<file path="src/rtl/btn_event_queue_if.sv">
// Key event handshake between the button event queue (master) and its consumer (slave).
interface btn_event_queue_if #(
  parameter int unsigned CODE_W = 3
);
  logic              ev_valid;
  logic              ev_ready;
  logic [CODE_W-1:0] ev_code;
  logic              ev_repeat;

  modport master (output ev_valid, output ev_code, output ev_repeat, input ev_ready);
  modport slave  (input ev_valid, input ev_code, input ev_repeat, output ev_ready);
endinterface

</file>
<file path="src/rtl/btn_event_queue.sv">
// Turns debounced button levels into press / auto-repeat events, queued in a small FIFO
// and handed out over a valid/ready handshake.
module btn_event_queue #(
  parameter int unsigned N_BTN         = 8,
  parameter int unsigned HOLD_CYCLES   = 25_000_000,
  parameter int unsigned REPEAT_CYCLES = 10_000_000,
  parameter int unsigned FIFO_DEPTH    = 4
) (
  input  logic                                clk,
  input  logic                                reset,
  input  logic [N_BTN-1:0]                    btn_clean,
  btn_event_queue_if.master                   ev,
  output logic [$clog2(FIFO_DEPTH+1)-1:0]     fifo_count,
  output logic                                overflow
);

  localparam int unsigned CodeW  = $clog2(N_BTN);
  localparam int unsigned CntBW  = $clog2(FIFO_DEPTH + 1);
  localparam int unsigned PtrW   = $clog2(FIFO_DEPTH);
  localparam int unsigned MaxCyc = (HOLD_CYCLES > REPEAT_CYCLES) ? HOLD_CYCLES : REPEAT_CYCLES;
  localparam int unsigned CntW   = (MaxCyc > 1) ? $clog2(MaxCyc) : 1;

  typedef enum logic [1:0] {StIdle, StHoldWait, StRepeat} state_e;

  typedef struct packed {
    logic             rep;
    logic [CodeW-1:0] code;
  } entry_t;

  logic [N_BTN-1:0] prev_q, pending_q, pending_d, rise;
  logic             ovf_q, ovf_d;
  state_e           state_q, state_d;
  logic [CodeW-1:0] tgt_q, tgt_d, win_idx;
  logic [CntW-1:0]  cnt_q, cnt_d;
  logic             rep_flag_q, rep_flag_d;
  entry_t           mem_q [FIFO_DEPTH];
  logic [PtrW-1:0]  wr_ptr_q, rd_ptr_q;
  logic [CntBW-1:0] count_q, count_d;

  logic   pend_any, pop, full, can_push, push_press, push_rep, push, fire;
  entry_t push_entry;

  // Lowest pending index wins arbitration.
  always_comb begin
    win_idx = '0;
    for (int i = int'(N_BTN) - 1; i >= 0; i--) begin
      if (pending_q[i]) win_idx = CodeW'(i);
    end
  end

  always_comb begin
    rise       = btn_clean & ~prev_q;
    pend_any   = |pending_q;
    pop        = (count_q != '0) & ev.ev_ready;
    full       = (count_q == CntBW'(FIFO_DEPTH));
    can_push   = !full || pop;
    push_press = pend_any & can_push;
    push_rep   = !pend_any & rep_flag_q & can_push;
    push       = push_press | push_rep;
    push_entry = push_press ? '{rep: 1'b0, code: win_idx} : '{rep: 1'b1, code: tgt_q};

    pending_d = pending_q;
    if (push_press) pending_d[win_idx] = 1'b0;
    pending_d = pending_d | rise;

    state_d    = state_q;
    tgt_d      = tgt_q;
    cnt_d      = cnt_q;
    rep_flag_d = rep_flag_q & ~push_rep;
    fire       = 1'b0;
    if (push_press) begin
      // Newest press always retargets the tracker.
      tgt_d      = win_idx;
      cnt_d      = '0;
      state_d    = StHoldWait;
      rep_flag_d = 1'b0;
    end else begin
      unique case (state_q)
        StIdle: ;
        StHoldWait: begin
          if (!btn_clean[tgt_q]) begin
            state_d    = StIdle;
            rep_flag_d = 1'b0;
          end else if (cnt_q == CntW'(HOLD_CYCLES - 1)) begin
            fire    = 1'b1;
            cnt_d   = '0;
            state_d = StRepeat;
          end else begin
            cnt_d = cnt_q + 1'b1;
          end
        end
        StRepeat: begin
          if (!btn_clean[tgt_q]) begin
            state_d    = StIdle;
            rep_flag_d = 1'b0;
          end else if (cnt_q == CntW'(REPEAT_CYCLES - 1)) begin
            fire  = 1'b1;
            cnt_d = '0;
          end else begin
            cnt_d = cnt_q + 1'b1;
          end
        end
        default: state_d = StIdle;
      endcase
    end
    if (fire) rep_flag_d = 1'b1;

    // A repeat is lost only if the previous one is still unqueued at the moment it fires.
    ovf_d = ovf_q | (|(rise & pending_q)) | (fire & rep_flag_q & ~push_rep);

    count_d = count_q;
    if (push && !pop)      count_d = count_q + 1'b1;
    else if (pop && !push) count_d = count_q - 1'b1;
  end

  always_ff @(posedge clk) begin
    if (reset) begin
      prev_q     <= '1;
      pending_q  <= '0;
      ovf_q      <= 1'b0;
      state_q    <= StIdle;
      tgt_q      <= '0;
      cnt_q      <= '0;
      rep_flag_q <= 1'b0;
      wr_ptr_q   <= '0;
      rd_ptr_q   <= '0;
      count_q    <= '0;
      for (int i = 0; i < int'(FIFO_DEPTH); i++) mem_q[i] <= '0;
    end else begin
      prev_q     <= btn_clean;
      pending_q  <= pending_d;
      ovf_q      <= ovf_d;
      state_q    <= state_d;
      tgt_q      <= tgt_d;
      cnt_q      <= cnt_d;
      rep_flag_q <= rep_flag_d;
      count_q    <= count_d;
      if (push) begin
        mem_q[wr_ptr_q] <= push_entry;
        wr_ptr_q        <= wr_ptr_q + 1'b1;
      end
      if (pop) rd_ptr_q <= rd_ptr_q + 1'b1;
    end
  end

  assign ev.ev_valid  = (count_q != '0);
  assign ev.ev_code   = mem_q[rd_ptr_q].code;
  assign ev.ev_repeat = mem_q[rd_ptr_q].rep;
  assign fifo_count   = count_q;
  assign overflow     = ovf_q;

endmodule
</file>
<file path="src/flat_wrapper.sv">
// flat-port wrapper written by rule: the top's interface ports become plain ports
module btn_event_queue_flat 
#(
  parameter int unsigned N_BTN         = 8,
  parameter int unsigned HOLD_CYCLES   = 25_000_000,
  parameter int unsigned REPEAT_CYCLES = 10_000_000,
  parameter int unsigned FIFO_DEPTH    = 4
)
  (clk, reset, btn_clean, fifo_count, overflow, ev_ev_valid, ev_ev_code, ev_ev_repeat, ev_ev_ready);
  btn_event_queue_if ev_i ();
  input  logic clk;
  input  logic reset;
  input  logic [N_BTN-1:0] btn_clean;
  output logic [$clog2(FIFO_DEPTH+1)-1:0] fifo_count;
  output logic overflow;
  output wire logic [$bits(ev_i.ev_valid)-1:0] ev_ev_valid;
  output wire logic [$bits(ev_i.ev_code)-1:0] ev_ev_code;
  output wire logic [$bits(ev_i.ev_repeat)-1:0] ev_ev_repeat;
  input wire logic [$bits(ev_i.ev_ready)-1:0] ev_ev_ready;
  assign ev_ev_valid = ev_i.ev_valid;
  assign ev_ev_code = ev_i.ev_code;
  assign ev_ev_repeat = ev_i.ev_repeat;
  assign ev_i.ev_ready = ev_ev_ready;
  btn_event_queue #(.N_BTN(N_BTN), .HOLD_CYCLES(HOLD_CYCLES), .REPEAT_CYCLES(REPEAT_CYCLES), .FIFO_DEPTH(FIFO_DEPTH)) u_core (.clk(clk), .reset(reset), .btn_clean(btn_clean), .ev(ev_i), .fifo_count(fifo_count), .overflow(overflow));
endmodule
</file>
<file path="config.mk">
export PLATFORM = sky130hd
export DESIGN_NAME = btn_event_queue_flat
export DESIGN_NICKNAME = d
export VERILOG_FILES = /design/src/rtl/btn_event_queue_if.sv /design/src/rtl/btn_event_queue.sv /design/src/flat_wrapper.sv
export SDC_FILE = /design/constraint.sdc
export NUM_CORES = 1
export LEC_CHECK = 0
export ABC_AREA = 1
export ABC_CLOCK_PERIOD_IN_PS = 4370
export BUFFER_PORTS_ARGS = -buffer_cell sky130_fd_sc_hd__buf_2
export CELL_PAD_IN_SITES_DETAIL_PLACEMENT = 0
export CELL_PAD_IN_SITES_GLOBAL_PLACEMENT = 2
export CORE_UTILIZATION = 38
export DETAILED_ROUTE_END_ITERATION = 10
export GPL_ROUTABILITY_DRIVEN = 0
export PLACE_DENSITY = 0.87
export SLEW_MARGIN = 20
export SYNTH_ARGS = -nofsm -noshare
export SYNTH_HDL_FRONTEND = slang
export SYNTH_SLANG_ARGS = --single-unit
</file>
<file path="constraint.sdc">
create_clock -name clk -period 4.37 [get_ports clk]
set_input_delay 0.6555 -clock clk [delete_from_list [all_inputs] [get_ports clk]]
set_output_delay 0.6555 -clock clk [all_outputs]
set_load 0.02 [all_outputs]
</file>
==> Word level (Yosys, flattened, before mapping) <==
Memories as Yosys holds them, arrays and structs flattened. A register that Yosys moved wholly into a read port is not among the register bits.
Cells that the tools add are included.
{ "totals": {"register_bits": 55, "ramBits": 16, "input_bits": 11, "mem_count": 1} }
{ "op_classes": {"addsub": 5, "magnitude_cmp": 3, "n_eq_ne": 12, "muxes": 46, "bitwise_logic": 18, "n_reduce_logical": 20} }
{ "mem_list": {"columns": ["name", "depth", "word_bits", "read_ports", "rd_clocked_by_memory_dff", "write_ports", "line_no", "source"], "rows": [
  ["u_core.mem_q", 4, 4, 1, 1, 4, "btn_event_queue.sv:36", "entry_t mem_q [FIFO_DEPTH];"]
]} }
{ "op_table": {"columns": ["cell", "n"], "rows": [
  ["$mux 25", 4],
  ["$pmux 25 s2", 1],
  ["$mux 3", 10],
  ["$add 25x1->25 const B", 1],
  ["$eq 25x24->1 const B", 1],
  ["$eq 25x25->1 const B", 1],
  ["$and 8x8->8", 3],
  ["$mux 1", 18],
  ["$not 8->8", 2],
  ["$reduce_or 8->1", 2],
  ["$mux 2", 6],
  ["$reduce_and 3->1", 3],
  ["$lt 3x4->1 const B", 2],
  ["$mux 4", 2],
  ["$mux 8", 1],
  ["$or 8x8->8", 1],
  ["$and 1x1->1", 7],
  ["$ne 2x1->1 const B", 3],
  ["$pmux 2 s3", 1],
  ["$add 2x1->2 const B", 2],
  ["$logic_not 1->1", 4],
  ["$ne 4x3->1 const B", 1],
  ["$reduce_bool 2->1", 2],
  ["$reduce_or 2->1", 2],
  ["other kinds (19)", 24]
]} }

==> Logic depth before layout (Yosys ltp) <==
Gate-level depths: netlist of run 1.
{ "logic_depth": {"word_depth": 16, "mapped_depth": 13, "depth_no_buf": 13} }

==> Least setup slack after synthesis of run 1 <==
Ideal clock, no wire load.
{ "synth_path": {"path_kind": "register -> register", "from": "register u_core.count_q[2] (netlist: u_core.fifo_count[2])", "to": "register u_core.count_q[2] (netlist: u_core.fifo_count[2])", "setup_ns": 0.122, "arrival_time_ns": 2.074, "required_ns": 4.248, "setup_slack_ns": 2.174, "path_stages_with_launch": 14, "cell_sequence": "dfxtp_1 > inv_1 > nand2_4 > nand2_4 > nand3_4 > nand2_2 > nand2_4 > ha_1 > inv_1 > fa_1 > a21oi_1 > o21ai_0 > o21ai_0 > a21oi_1"} }
{ "synth_via": {"elab_chain_cells": 8} }
{ "synth_lines": {"columns": ["element", "line_no", "source"], "rows": [
  ["start, declared", "btn_event_queue.sv:38", "logic [CntBW-1:0] count_q, count_d;"],
  ["start signal, assigned", "btn_event_queue.sv:137", "count_q <= count_d;"],
  ["$reduce_bool 3->1 (*)", null, null],
  ["via ev_ev_valid", "flat_wrapper.sv:16", "output wire logic [$bits(ev_i.ev_valid)-1:0] ev_ev_valid;"],
  ["$and 1x1->1 (*)", "btn_event_queue.sv:54", "pop = (count_q != '0) & ev.ev_ready;"],
  ["$logic_or 1x1->1", "btn_event_queue.sv:56", "can_push = !full || pop;"],
  ["$and 1x1->1, on equally long branches", "btn_event_queue.sv:57, btn_event_queue.sv:58", null],
  ["$or 1x1->1", "btn_event_queue.sv:59", "push = push_press | push_rep;"],
  ["$logic_not 1->1", "btn_event_queue.sv:113", "else if (pop && !push) count_d = count_q - 1'b1;"],
  ["$logic_and 1x1->1", "btn_event_queue.sv:113", null],
  ["$reduce_bool 2->1 (no source line)", null, null]
]} }
Mark *: on every way through the listed nets, which the timed path passes. The rest lies on a longest branch. The select of a mux whose other input is x is not followed.
A chain may end at the register's enable or synchronous reset.

==> Worst setup path after layout of run 1 <==
{ "layout_path": {"from": "register u_core.state_q[0]", "to": "register u_core.cnt_q[21]"} }
{ "layout_via": {"elab_chain_cells": 3} }
{ "layout_lines": {"columns": ["element", "line_no", "source"], "rows": [
  ["start, declared", "btn_event_queue.sv:32", "state_e state_q, state_d;"],
  ["start signal, assigned", "btn_event_queue.sv:121", "state_q <= StIdle;"],
  ["start signal, assigned", "btn_event_queue.sv:133", "state_q <= state_d;"],
  ["$eq 2x2->1 or $eq 2x1->1 (tied branches)", "btn_event_queue.sv:78", "unique case (state_q)"],
  ["$ne 2x1->1 (no source line) or $reduce_bool 2->1 (tied branches)", null, null],
  ["$reduce_and 3->1 (no source line)", null, null],
  ["end signal, assigned", "btn_event_queue.sv:135", "cnt_q <= cnt_d;"],
  ["end, declared", "btn_event_queue.sv:34", "logic [CntW-1:0] cnt_q, cnt_d;"]
]} }
Several ways; a longest one is shown, not always the timed one.

==> flow_summary.ini, run 1 <==
[finish]
fillCellCount = 1167
layout-drive-gt1-share_pct = 12.5
n_antenna_cell = 0
syn_to_final_growth_pct = 10.4
fin_area_um2 = 4840
final_cells = 795
layout.nets = 667

[floorplanning]
fp.dieArea_um2 = 12000
initial_utilization_pct = 39.7
core.rowCount = 38
die_h_um = 109
die_x_um = 109
ioPinCount = 20
core_area_um2 = 11000

[timing]
whs_ns = 0.467
tightest_slew_ns = 0.962
slew_headroom_pct = 35.9
period_share_pct = 55.9
hold_viol = 0
slew_viol_final = 0
min_period_ns = 2.44
fmax_ghz = 0.409
rsz0062_at_grt = no
skew_ns = 0.0100
fin_tns_setup_ns = 0
setup-violations-final = 0

[logic_synthesis]
synth.cells.most_frequent = nand2_1 (160), nor2_1 (98), inv_1 (76)
ys_types = 42
syn-num-nets = 656
ys_seq_area_share_pct = 37.0
syn_area_um2 = 4380
yosys.area.top_type = dfxtp_1
syn_area_per_cell_um2 = 6.86
synthMostInstantiatedCell = nand2_1
synth_edf_count = 16
synthCells = 639
yosys_warnings = 0
ys.flop_type = dfxtp_1
synth_top_area_share_pct = 26.0
async_reset_ff_share_pct = 0
ys_ff_latch = 73
synthTopCellsByArea = dfxtp_1 (26%), nand2_1 (14%), edfxtp_1 (11%), nor2_1 (8.4%), nand3_1 (6.7%)

[global_routing]
grt_max_degree = 23
grtUsageTotal_pct = 20.0
grt_pass1_vias = 3712
grt-ovfl-total = 0
grt_first_pass_wirelength_um = 17900
antenna_found_initial = 0

[clock_network]
cts_tree = done
cts_max_path_buffers = 2
hold_buffers = 0
cts_buffers = 9
cts.sinks = 73
cts_htree_levels = 3
path_clk_slew_ns = 0.07
cts_setup_buffers = 0
clkLatencyLatePin_ns = 0.35
cts-root-buf = clkbuf_16
cts-resized-gates = 0

[critical_path]
crit_start = u_core.state_q[0]$_SDFFE_PP0P_
r2r_start = u_core.state_q[0]$_SDFFE_PP0P_
critPathCaptureType = flop
crit_type = reg2reg
critical-path-top-delay-family = compound AO/OA/AOI/OAI gates
start_kind = flop
crit_buf_inv = 2
r2r-end = u_core.cnt_q[21]$_SDFFE_PP0P_
worstPathMaxFanout = 20
ff2ff_setup_slack_ns = 1.93
r2r_cells = 8
slowest_delay_ns = 0.76
crit_chain = inv_1, ha_1, clkinv_1, nand2_1, a21oi_2, nand2_2, nand3_1, nor2_1
cp.required_ns = 4.62
cpMaxStageDelayCell = a21oi_2
cp.arrival_ns = 2.69

[route]
routed-via-count = 3960
drtIter0Drc = 129
routed_via_density = 4.98
antenna_left = 0
firstDrtPassIters = 4
finalWirelength_um = 11200
drc = 0
routedWlPerCell_um = 14.0

[outcome]
outcome = finished clean

[hold_path]
worstHoldStart = u_core.pending_q[2]$_SDFF_PP0_
whs_endpoint = u_core.pending_q[2]$_SDFF_PP0_
holdPathStages = 2
hold_path.class = reg2reg

[placed_design]
place_inst = 779
hpwl_um = 8410
place_area_um2 = 4530
io_buffers = 19

[pwr]
ir_worst_vdd_mv = 0.242
p_per_area_nw_per_um2 = 448
p_leak_nw = 1.88

[flow_run]
cap_viol_max_count = 0
-- cells in the final DEF, fill, tap and decap left out, types with 10 or more instances in the layout --
| master | count |
|---|---|
| nor2_1 | 98 |
| a21oi_1 | 34 |
| edfxtp_1 | 16 |
| dfxtp_1 | 57 |
| nand2_1 | 160 |
| nand3_1 | 59 |
| xor2_1 | 11 |
| buf_2 | 19 |
| inv_1 | 76 |
| nand4_1 | 10 |
| a21oi_2 | 12 |
| o21ai_0 | 22 |
-- sequential cells by signal, indices dropped and copies added, names as in the netlist, named ones only --
register,cells
u_core.overflow,1
u_core.prev_q,8
u_core.wr_ptr_q,2
u_core.state_q,2
u_core.pending_q,8
u_core.mem_q,16
u_core.cnt_q,25
u_core.rep_flag_q,1
u_core.tgt_q,3
u_core.fifo_count,3
u_core.rd_ptr_q,2
-- metrics by stage --
stage	util [%]	power [mW]	worst slack [ns]
finish	43.8	2.17	1.93
detailed placement	41.1	1.43	1.81
CTS	43.8	2.19	1.89
global route	43.8	2.29	1.61
global placement	41.1	1.42	1.82
floorplan	-	1.29	2.17
-- cells by family after synthesis --
| group | after synthesis | synth area share [%] |
|---|---|---|
| AOI/OAI and AO/OA | 79 | 10.4 |
| xor gates and xnor gates | 11 | 2.20 |
| adders and majority gates | 6 | 1.89 |
| buffers and inverters | 99 | 9.85 |
| DFF | 73 | 37.0 |
| and+or+nand+nor | 371 | 38.7 |
-- how the worst max path moves through the flow --
| stage | to | depth (start not counted) |
|---|---|---|
| 5_1_grt | u_core.cnt_q[24]$_SDFFE_PP0P_ | 8 |
| 3_5_place_dp | u_core.cnt_q[21]$_SDFFE_PP0P_ | 10 |
| 2_1_floorplan | u_core.fifo_count[2]$_SDFFE_PP0P_ | 13 |
| 3_3_place_gp | u_core.cnt_q[12]$_SDFFE_PP0P_ | 10 |
| 6_report | u_core.cnt_q[21]$_SDFFE_PP0P_ | 8 |
| 4_1_cts | u_core.cnt_q[21]$_SDFFE_PP0P_ | 8 |
-- worst reg2reg max path, stage by stage, from the launching register on --
cell and delay (ns):
dfxtp_1 0.35, inv_1 0.08, ha_1 0.29, clkinv_1 0.24, nand2_1 0.17, a21oi_2 0.76
nand2_2 0.24, nand3_1 0.16, nor2_1 0.05
-- final cells by class --
type	count	area [um^2]	share of cell area, %
Inverter	80	313	6.47
Timing Repair Buffer	19	95.1	1.97
Clock inverter	7	78.8	1.63
Tap cell	140	175	3.62
Clock buffer	9	225	4.66
Sequential cell	73	1620	33.5
Multi-Input combinational cell	467	2330	48.1
-- per-layer routing --
layer | vias up | wire (um) | GRT usage (%)
met5 | - | 0 | 0
met3 | 19 | 355 | 4.15
met1 | 1813 | 4940 | 22.4
met2 | 57 | 5610 | 36.9
met4 | 0 | 250 | 7.90
li1 | 2071 | - | -
-- report_power, final --
part	switching (mW)	internal [mW]	total (mW)
Clock	0.313	0.447	0.760
Sequential	0.0551	0.756	0.811
Combinational	0.417	0.177	0.594
Total	0.786	1.38	2.17
Note: power is estimated with default switching activity, not from simulation.
==> run 2: changes to the inputs <==
--- a/config.mk
+++ b/config.mk
@@ -6,14 +6,14 @@
 export NUM_CORES = 1
 export LEC_CHECK = 0
 export ABC_AREA = 1
-export ABC_CLOCK_PERIOD_IN_PS = 4370
+export ABC_CLOCK_PERIOD_IN_PS = 2400
 export BUFFER_PORTS_ARGS = -buffer_cell sky130_fd_sc_hd__buf_2
 export CELL_PAD_IN_SITES_DETAIL_PLACEMENT = 0
 export CELL_PAD_IN_SITES_GLOBAL_PLACEMENT = 2
-export CORE_UTILIZATION = 38
+export CORE_UTILIZATION = 35
 export DETAILED_ROUTE_END_ITERATION = 10
 export GPL_ROUTABILITY_DRIVEN = 0
-export PLACE_DENSITY = 0.87
+export PLACE_DENSITY = 0.82
 export SLEW_MARGIN = 20
 export SYNTH_ARGS = -nofsm -noshare
 export SYNTH_HDL_FRONTEND = slang
==> constraint.sdc (replaced) <==
create_clock -name clk -period 2.4 [get_ports clk]
set_input_delay 0.36 -clock clk [delete_from_list [all_inputs] [get_ports clk]]
set_output_delay 0.36 -clock clk [all_outputs]
set_load 0.02 [all_outputs]
==> run 2 against run 1 <==
Against the previous run: clock power rose by 110%; worst setup slack got worse by 1.7 ns; critical path type unchanged; global-route usage fell by 0.29 points; final area rose by 2.7%; maximum frequency rose by 12%; count of clock-buffer cells in the layout rose by 1; critical endpoint is now u_core.fifo_count[2]$_SDFFE_PP0P_.
==> flow_summary.ini, run 2 (synthesized netlist as in run 1, its figures left out) <==
[flow_run]
cap_viol_max_count = 0

[finish]
fillCellCount = 1332
layout-drive-gt1-share_pct = 13.7
layout_common_cells = nand2_1 (160), nor2_1 (98), inv_1 (76), nand3_1 (59), dfxtp_1 (54)
largest_reg_flops = 25
fin_util_pct = 41.0
top_regs = u_core.cnt_q: 25 flops, u_core.mem_q: 16 flops
multi_input_area_um2 = 2330
syn_to_final_growth_pct = 13.4
top_register = u_core.cnt_q
n_antenna_cell = 0
layout.nets = 675
final_common_cell = nand2_1
seqCellArea_um2 = 1630

[global_routing]
grt_pass1_vias = 3942
grt_first_pass_wirelength_um = 19600
grt_max_degree = 19
grt-ovfl-total = 0
grtUsageTotal_pct = 19.7
antenna_found_initial = 0

[clock_network]
cts-root-buf = clkbuf_16
path_clk_slew_ns = 0.06
cts_buffers = 9
cts_max_path_buffers = 2
cts.sinks = 73
cts_htree_levels = 3
cts_tree = done
clkLatencyLatePin_ns = 0.35
hold_buffers = 0

[critical_path]
critPathCaptureType = flop
start_kind = flop
crit_start = u_core.pending_q[0]$_SDFF_PP0_
cp.required_ns = 2.62
worstPathMaxFanout = 7
crit_type = reg2reg
r2r_start = u_core.pending_q[0]$_SDFF_PP0_
cp.arrival_ns = 2.41

[floorplanning]
initial_utilization_pct = 36.2
die_h_um = 114
core_area_um2 = 12100
ioPinCount = 20
core.rowCount = 40
die_x_um = 114
fp.dieArea_um2 = 13000

[timing]
fmax_ghz = 0.457
rsz0062_at_grt = no
skew_ns = 0.00803
fin_tns_setup_ns = 0
period_share_pct = 91.3
slew_viol_final = 0
setup-violations-final = 0
min_period_ns = 2.19
slew_headroom_pct = 54.0
hold_viol = 0
tightest_slew_ns = 0.683

[route]
routedWlPerCell_um = 13.9
antenna_left = 0
routed-via-count = 4011
drc = 0
routed_via_density = 4.83
finalWirelength_um = 11600
firstDrtPassIters = 4
drtIter0Drc = 210

[hold_path]
hold_path.class = in2reg
worstHoldStart = btn_clean[5]

[placed_design]
io_buffers = 19
hpwl_um = 8730

[pwr]
p_per_area_nw_per_um2 = 842
p_total_mw = 4.18
p_leak_nw = 1.93
ir_worst_vdd_mv = 0.312

[outcome]
outcome = finished clean
==> run 2: cell count changes in the layout (fill, tap and decap cells not counted), moves of 2 or more <==
cell / previous run / this run
buf_4: 0 / 8
bufinv_16: 1 / 3
dfxtp_2: 0 / 3
clkinv_4: 4 / 1
dfxtp_1: 57 / 54
==> run 2: worst max-delay path, stage by stage (launching register included) <==
cell	delay (ns)
dfxtp_1	0.41
nor2_2	0.07
nand3_2	0.08
nor2_1	0.05
inv_1	0.15
nand2_8	0.10
nand2_4	0.10
ha_1	0.15
inv_1	0.07
fa_1	0.39
a21oi_1	0.15
o21ai_0	0.12
o21ai_0	0.16
a21oi_1	0.06
==> run 2: repair_timing <==
item / CTS / global route
setup endpoints to repair: 0 / 1
setup buffers: 0 / 0
resized for setup: 0 / 3
==> run 2: power breakdown <==
part / internal [mW] / switching [mW] / leakage, nW / total [mW]
Combinational: 0.354 / 0.787 / 1.14 / 1.14
Sequential: 1.38 / 0.0967 / 0.633 / 1.48
Clock: 1.01 / 0.550 / 0.164 / 1.56
Total: 2.75 / 1.43 / 1.93 / 4.18
==> run 2: path summary, 6_finish.rpt <==
path	end	slack [ns]	cells after the start
min reg2reg	u_core.pending_q[2]$_SDFF_PP0_	0.47	2
max	u_core.fifo_count[2]$_SDFFE_PP0P_	0.21	13
max reg2reg	u_core.fifo_count[2]$_SDFFE_PP0P_	0.21	13
min	u_core.prev_q[5]$_SDFF_PP1_	0.21	3
==> run 2: layer usage <==
metal  vias up  share of wire, %  GRT usage, %
met1      1837                45          23.7
met5         -                 0             0
li1       2087                 -             -
met4         0               2.8          8.83
met3        25               2.8          3.72
met2        62                49          34.2
==> run 2: area by class of cell <==
| type | count | share of cell area, % |
|---|---|---|
| clock inverters | 6 | 2.17 |
| multi-input cells | 467 | 46.9 |
| repair buffers | 27 | 3.12 |
| well taps | 168 | 4.23 |
| inverters | 80 | 6.30 |
| clock buffers | 10 | 4.61 |
| flip-flops and latches | 73 | 32.7 |
==> run 2: metrics by stage <==
stage | cell area (um^2) | setup slack, ns | hold WS (ns) | cells
floorplan | 4380 | 0.204 | 0.436 | 639
global placement | 4630 | 0.249 | 0.452 | 815
detailed placement | 4630 | 0.185 | 0.457 | 815
CTS | 4960 | 0.161 | 0.204 | 831
global route | 4970 | 0.0143 | 0.224 | 831
finish | 4970 | 0.210 | 0.214 | 831
==> run 3: changes to the inputs <==
--- a/config.mk
+++ b/config.mk
@@ -6,7 +6,7 @@
 export NUM_CORES = 1
 export LEC_CHECK = 0
 export ABC_AREA = 1
-export ABC_CLOCK_PERIOD_IN_PS = 2400
+export ABC_CLOCK_PERIOD_IN_PS = 2500
 export BUFFER_PORTS_ARGS = -buffer_cell sky130_fd_sc_hd__buf_2
 export CELL_PAD_IN_SITES_DETAIL_PLACEMENT = 0
 export CELL_PAD_IN_SITES_GLOBAL_PLACEMENT = 2
==> constraint.sdc (replaced) <==
create_clock -name clk -period 2.5 [get_ports clk]
set_input_delay 0.375 -clock clk [delete_from_list [all_inputs] [get_ports clk]]
set_output_delay 0.375 -clock clk [all_outputs]
set_load 0.02 [all_outputs]
==> run 3 against run 2 <==
Against the previous run: maximum frequency shrank 1.1%; first-iteration DRC count decreased by 15%; final cell count shrank 0.24%; clock skew shrank 0.0017 ns.
==> flow_summary.ini, run 3 (synthesized netlist as in run 1, its figures left out) <==
[route]
finalWirelength_um = 11600
routed-via-count = 4014
firstDrtPassIters = 4
routed_via_density = 4.84
drc = 0
antenna_left = 0
drtIter0Drc = 179
routedWlPerCell_um = 14.0

[timing]
fin_tns_setup_ns = 0
fin_ws_ns = 0.286
setup-violations-final = 0
fmax_ghz = 0.452
period_share_pct = 88.6
slew_headroom_pct = 57.7
rsz0062_at_grt = no
hold_viol = 0
tightest_slew_ns = 0.629
skew_ns = 0.00629
min_period_ns = 2.21
slew_viol_final = 0

[finish]
layout-drive-gt1-share_pct = 12.9
n_antenna_cell = 0
layout_common_cells = nand2_1 (160), nor2_1 (98), inv_1 (76), nand3_1 (59), dfxtp_1 (57)
layout.nets = 673
largest_reg_flops = 25
final_common_cell = nand2_1
top_register = u_core.cnt_q
top_regs = u_core.cnt_q: 25 flops, u_core.mem_q: 16 flops
syn_to_final_growth_pct = 12.3

[pwr]
pwr-share-seq_pct = 37.2
intPower_mw = 2.46
p_leak_nw = 1.90
ir_worst_vdd_mv = 0.345
p_per_area_nw_per_um2 = 776
combPwrFrac_pct = 28.5
p_switching_mw = 1.36
switching_share_pct = 35.5
pwr-share-clk_pct = 34.4

[floorplanning]
core.rowCount = 40
die_x_um = 114
ioPinCount = 20
initial_utilization_pct = 36.2
die_h_um = 114
core_area_um2 = 12100
fp.dieArea_um2 = 13000

[clock_network]
cts_max_path_buffers = 2
cts_buffers = 9
cts-root-buf = clkbuf_16
cts.sinks = 73
hold_buffers = 0
clkLatencyLatePin_ns = 0.35
path_clk_slew_ns = 0.06
cts_tree = done
cts-resized-gates = 0
cts_setup_buffers = 0
cts_htree_levels = 3

[critical_path]
critPathCaptureType = flop
cp.arrival_ns = 2.44
cp.required_ns = 2.73
crit_type = reg2reg
worstPathMaxFanout = 5
start_kind = flop

[global_routing]
grt-ovfl-total = 0
grt_pass1_vias = 3947
antenna_found_initial = 0
grt_max_degree = 19
grt_first_pass_wirelength_um = 19500
grtUsageTotal_pct = 19.5

[placed_design]
dp_slack_ns = 0.295
io_buffers = 19
hpwl_um = 8830

[outcome]
outcome = finished clean

[flow_run]
cap_viol_max_count = 0

[hold_path]
hold_path.class = in2reg
-- run 3: critical path, cell delays in order, from the launching register on --
cell and delay, ns:
dfxtp_1 0.45, nor2_4 0.09, nand2_4 0.07, nand2_4 0.06
nand3_4 0.12, nand2_2 0.11, nand2_4 0.12, ha_1 0.15
inv_1 0.06, fa_1 0.38, a21oi_1 0.15, o21ai_0 0.11
o21ai_0 0.17, a21oi_1 0.06
-- run 3: layout make-up --
type,instances,area (um^2)
multi-input cells,467,2330
well taps,168,210
inverters,80,313
fillers,1350,7190
repair buffers,25,153
flip-flops and latches,73,1620
clock buffers,13,250
clock inverters,3,42.5
-- run 3: power by group through the flow --
| stage | Clock, mW | Sequential (mW) | Combinational [mW] |
|---|---|---|---|
| global route | 1.39 | 1.43 | 1.21 |
| detailed placement | 0 | 1.45 | 1.09 |
| finish | 1.31 | 1.42 | 1.09 |
| CTS | 1.34 | 1.42 | 1.10 |
| floorplan | 0 | 1.45 | 0.815 |
| global placement | 0 | 1.44 | 1.09 |
-- run 3: per-layer routing --
metal	wire, um	track usage (%)	part of all wire (%)
met5	0	0	0
met1	5240	23.5	45
met2	5680	33.7	49
met4	350	10.1	3.0
met3	315	2.87	2.7
-- run 3: path summary, 6_finish.rpt --
check,startpoint,endpoint,slack (ns),cells past startpoint
worst min-delay path,btn_clean[5],u_core.prev_q[5]$_SDFF_PP1_,0.22,3
worst max register to register,u_core.fifo_count[0]$_SDFFE_PP0P_,u_core.fifo_count[2]$_SDFFE_PP0P_,0.29,13
worst min register to register,u_core.pending_q[2]$_SDFF_PP0_,u_core.pending_q[2]$_SDFF_PP0_,0.46,2
worst max-delay path,u_core.fifo_count[0]$_SDFFE_PP0P_,u_core.fifo_count[2]$_SDFFE_PP0P_,0.29,13
-- run 3: metrics by stage --
step	power [mW]	hold WS (ns)	std cells	utilization [%]	instance area, um^2
2_1_floorplan	2.26	0.436	639	-	4380
3_3_place_gp	2.53	0.450	813	38.2	4620
3_5_place_dp	2.54	0.456	813	38.2	4620
4_1_cts	3.86	0.216	829	40.6	4920
5_1_grt	4.04	0.238	829	40.6	4920
6_report	3.82	0.224	829	40.6	4920
